File: src/rtl/alm_product_accumulator.sv
// alm_product_accumulator: accumulates approximate products into per-frame saturating dot-product results
module alm_product_accumulator #(
    parameter int P_BW   = 64,
    parameter int ACC_BW = 72,
    parameter int CNT_BW = 16
) (
    input  logic              clk,
    input  logic              rst_n,
    input  logic              sync_clr,
    input  logic              in_valid,
    output logic              in_ready,
    input  logic [P_BW-1:0]   in_product,
    input  logic              in_last,
    output logic              out_valid,
    input  logic              out_ready,
    output logic [ACC_BW-1:0] out_sum,
    output logic [CNT_BW-1:0] out_count,
    output logic              out_sat
);
    typedef enum logic {EMPTY, ACCUM} state_t;

    state_t state, state_d;
    logic [ACC_BW-1:0] acc, sum_sat;
    logic [ACC_BW:0]   sum_ext;
    logic [CNT_BW-1:0] cnt, cnt_sat;
    logic sat_flag, ovf, accept, handoff;

    assign in_ready = !(out_valid && !out_ready);
    assign accept   = in_valid && in_ready;
    assign handoff  = out_valid && out_ready;

    // One spare carry bit detects sum overflow; a count already at max also counts as overflow
    always_comb begin
        sum_ext = {1'b0, acc} + {{(ACC_BW + 1 - P_BW){1'b0}}, in_product};
        sum_sat = sum_ext[ACC_BW] ? '1 : sum_ext[ACC_BW-1:0];
        cnt_sat = &cnt ? cnt : cnt + 1'b1;
        ovf     = sum_ext[ACC_BW] | (&cnt);
        state_d = state;
        if (sync_clr)
            state_d = EMPTY;
        else if (accept)
            state_d = in_last ? EMPTY : ACCUM;
    end

    always_ff @(posedge clk or negedge rst_n) begin
        if (!rst_n) begin
            state     <= EMPTY;
            acc       <= '0;
            cnt       <= '0;
            sat_flag  <= 1'b0;
            out_valid <= 1'b0;
            out_sum   <= '0;
            out_count <= '0;
            out_sat   <= 1'b0;
        end else begin
            state <= state_d;
            if (sync_clr) begin
                acc       <= '0;
                cnt       <= '0;
                sat_flag  <= 1'b0;
                out_valid <= 1'b0;
            end else if (accept && in_last) begin
                out_sum   <= sum_sat;
                out_count <= cnt_sat;
                out_sat   <= sat_flag | ovf;
                out_valid <= 1'b1;
                acc       <= '0;
                cnt       <= '0;
                sat_flag  <= 1'b0;
            end else begin
                if (accept) begin
                    acc      <= sum_sat;
                    cnt      <= cnt_sat;
                    sat_flag <= sat_flag | ovf;
                end
                if (handoff)
                    out_valid <= 1'b0;
            end
        end
    end
endmodule

File: config.mk
export PLATFORM = sky130hd
export DESIGN_NAME = alm_product_accumulator
export DESIGN_NICKNAME = d
export VERILOG_FILES = /design/src/rtl/alm_product_accumulator.sv
export SDC_FILE = /design/constraint.sdc
export NUM_CORES = 1
export LEC_CHECK = 0
export BUFFER_PORTS_ARGS = -buffer_cell sky130_fd_sc_hd__clkbuf_2
export CAP_MARGIN = 15
export CORE_MARGIN = 2
export CORE_UTILIZATION = 59
export DETAILED_ROUTE_END_ITERATION = 16
export GPL_ROUTABILITY_DRIVEN = 0
export PLACE_DENSITY = 0.82
export SYNTH_ARGS = -nofsm -noshare
export SYNTH_HDL_FRONTEND = slang
export SYNTH_SLANG_ARGS = --single-unit
File: constraint.sdc
create_clock -name clk -period 3.5 [get_ports clk]
set_input_delay 0.35 -clock clk [delete_from_list [all_inputs] [get_ports clk]]
set_output_delay 0.35 -clock clk [all_outputs]
set_load 0.05 [all_outputs]
==> out/results.tsv <==
metric	value	unit
CTS tree	yes	
Slew headroom	26.92	%
outcome	completed	
standard-cell rows	50	
Synth Cell Area	11310	µm²
Final Hold Fails	0	
Synth cell types	75	
I/O pin cnt	161	
vias per cell	6.477	
Post-DP Area	12600	µm²
Post-synth EDFFs	0	
antenna violations before repair	0	
diodes inserted	0	
Horiz. Die Dim	142.5	µm
Final nets	1621	
post-synthesis sequential area ratio	39.59	%
ys async rst share	100.0	%
vias in the first global route	10520	
antenna viol nets, final	0	
dpl hpwl	24450	µm
DR vias	11220	
max_cap viols	0	
CTS sink cnt	179	
Final Skew	11.73	ps
register-to-register setup slack	90	ps
f_max	0.2929	GHz
Worst-Margin Slew	1090	ps
syn_nets	1451	
Starting Density	60.29	%
drt first pass iters	5	
largest net degree at the start of global routing	83	
Starting DRT DRC Count	1286	
Num CTS Buffers	17	
leakage power	6.299	nW
CTS H-tree depth	4	
Fin Setup TNS	0	ps
DR WL/cell	19.52	µm
Pwr Density	483.7	nW/µm²
Post-synth top flop	dfrtp_1	
Die Span Y	142.5	µm
core footprint	18770	µm²
Hold Crit Class	in2reg	
Crit path required time	3830	ps
Final Critical Period	3414	ps
yosys warns	0	
Clk Latency, worst-skew pair	460	ps
Max Buffers Root-to-Sink	2	
aggregate global-route resource usage	33.56	%
crit path DAT	3740	ps
share of post-route cells with drive strength above 1	19.03	%
worst vdd ir	0.3441	mV
Port-buffer cells	160	
critical setup path kind	reg2reg	
final instance area	13250	µm²
DIE AREA	20300	µm²
Critical Path Start Type	flip-flop	
final setup vio count	0	
Final period util	97.54	%
syn_area_per_cell	8.604	µm²
Area Growth Syn to Fin	17.14	%
remaining global-route overflow	0	
placed cells	1698	
Final Max Tran Viols	0	
root buffer cell	clkbuf_16	
final WL	33800	µm
non-filler cells, final	1732	
flip-flop and latch count after synthesis	179	
Synth Instances	1315	
Setup crit end kind	flip-flop	
Clock transition at path regs	70	ps
DRC	0	
CP Max Fanout	8	
first-pass GRT wire length	53950	µm
==> registers in the layout (all words and copies together) (netlist names) <==
register and cells:
acc 72, cnt 16, out_count 16, out_sat 1
out_sum 72, out_valid 1, sat_flag 1
==> where the power goes <==
part / total (mW) / leakage, nW / switching [mW] / internal [mW]
Clock: 1.89 / 0.270 / 0.947 / 0.943
Sequential: 2.44 / 2.29 / 0.141 / 2.30
Combinational: 2.08 / 3.74 / 1.50 / 0.583
Total: 6.41 / 6.30 / 2.59 / 3.82
==> cells in the mapped netlist, types with 5 or more instances <==
master	number	area, µm²
buf_2	9	45.04
nor2_1	135	506.7
o31ai_1	7	52.55
a21oi_1	155	775.7
clkbuf_1	51	191.4
nand2_1	142	533.0
nor3_1	14	70.07
and2_1	6	37.54
or2_2	5	31.28
nor2b_1	7	43.79
nand4_1	21	131.4
ha_1	65	813.3
a311oi_1	5	43.79
o22a_1	9	78.83
o21bai_1	14	105.1
a21o_1	46	345.3
o22ai_1	6	37.54
nand3_1	21	105.1
o211ai_1	20	150.1
a31oi_1	50	312.8
a211oi_1	11	82.58
nor4_1	7	43.79
o21a_1	6	45.04
dfrtp_1	179	4479
o21ai_0	123	615.6
inv_1	19	71.32
xor2_1	30	262.8
and3_1	20	125.1
a221o_1	10	100.1
xnor2_1	44	385.4
or4_1	6	45.04
==> placed cells by master, fill, tap and decap left out, types with 30 or more instances in the layout <==
master,synthesis,final
ha_1,65,65
nand2_1,142,140
dfrtp_1,179,179
a31oi_1,50,50
o21ai_0,123,117
nor2_1,135,135
buf_4,0,52
clkbuf_2,0,159
xor2_1,30,30
a21oi_1,155,153
a21o_1,46,46
xnor2_1,44,44
==> routing by layer <==
metal	up-vias	wire, µm	GRT usage (%)
met5	-	0	0
met2	577	15330	51.82
met1	5392	14440	46.83
met3	83	2958	6.763
li1	5166	-	-
met4	0	1075	12.82
==> critical path, stage by stage, from the launching register on <==
cell      delay [ps]
dfrtp_1          380
ha_1             470
nand4_1          200
or4_4            580
or3_4            410
a211oi_4         260
nor3_2           140
o21ai_4          220
a31o_4           220
a21oi_2           50
or3_1            340
==> timing repair <==
item	in CTS	in global routing
hold buffers	1	0
hold endpoints to repair	2	0
resized for setup	0	14
buffers inserted	0	0
setup endpoints to repair	0	105
==> through the flow <==
stage | hold WS, ps | total power [mW] | worst slack (ps) | utilization (%)
final | 218.8 | 6.411 | 86.26 | 70.62
after global routing | 239.2 | 6.672 | -25.88 | 70.62
after CTS | 211.7 | 6.397 | 40.78 | 70.27
after detailed placement | 470.1 | 4.519 | -37.99 | 67.16
after global placement | 451.0 | 4.483 | -16.59 | 67.16
after floorplan | 54.41 | 3.918 | 372.3 | -
==> kinds of logic after synthesis <==
| logic type | count (synthesis) | share of synthesized area [%] |
|---|---|---|
| flip-flops | 179 | 39.59 |
| buffers and inverters | 84 | 2.952 |
| AO/OA/AOI/OAI | 500 | 27.47 |
| XOR/XNOR | 74 | 5.728 |
| AND/OR/NAND/NOR | 407 | 16.43 |
| adder cells (fa/ha/maj) | 66 | 7.365 |
| multiplexers | 5 | 0.4644 |
==> final cells by class <==
cell class,instances,area (µm²)
clock inverter,15,148.9
timing repair buffer,216,1272
clock buffer,17,425.4
multi-input combinational,1052,6564
sequential,179,4479
tap,234,292.8
fill,1471,5514
inverter,19,71.32
==> final timing paths <==
kind / cells after the start / start / to
worst max-delay path: 10 / acc[26] / acc[69]
worst min-delay path: 2 / sync_clr / out_valid
worst max register to register: 10 / acc[26] / acc[69]
worst min register to register: 2 / out_count[1] / out_count[1]
max in group asynchronous: 3 / rst_n / cnt[4]
min in group asynchronous: 2 / rst_n / out_sum[11]
Note: power is estimated with default switching activity, not from simulation.
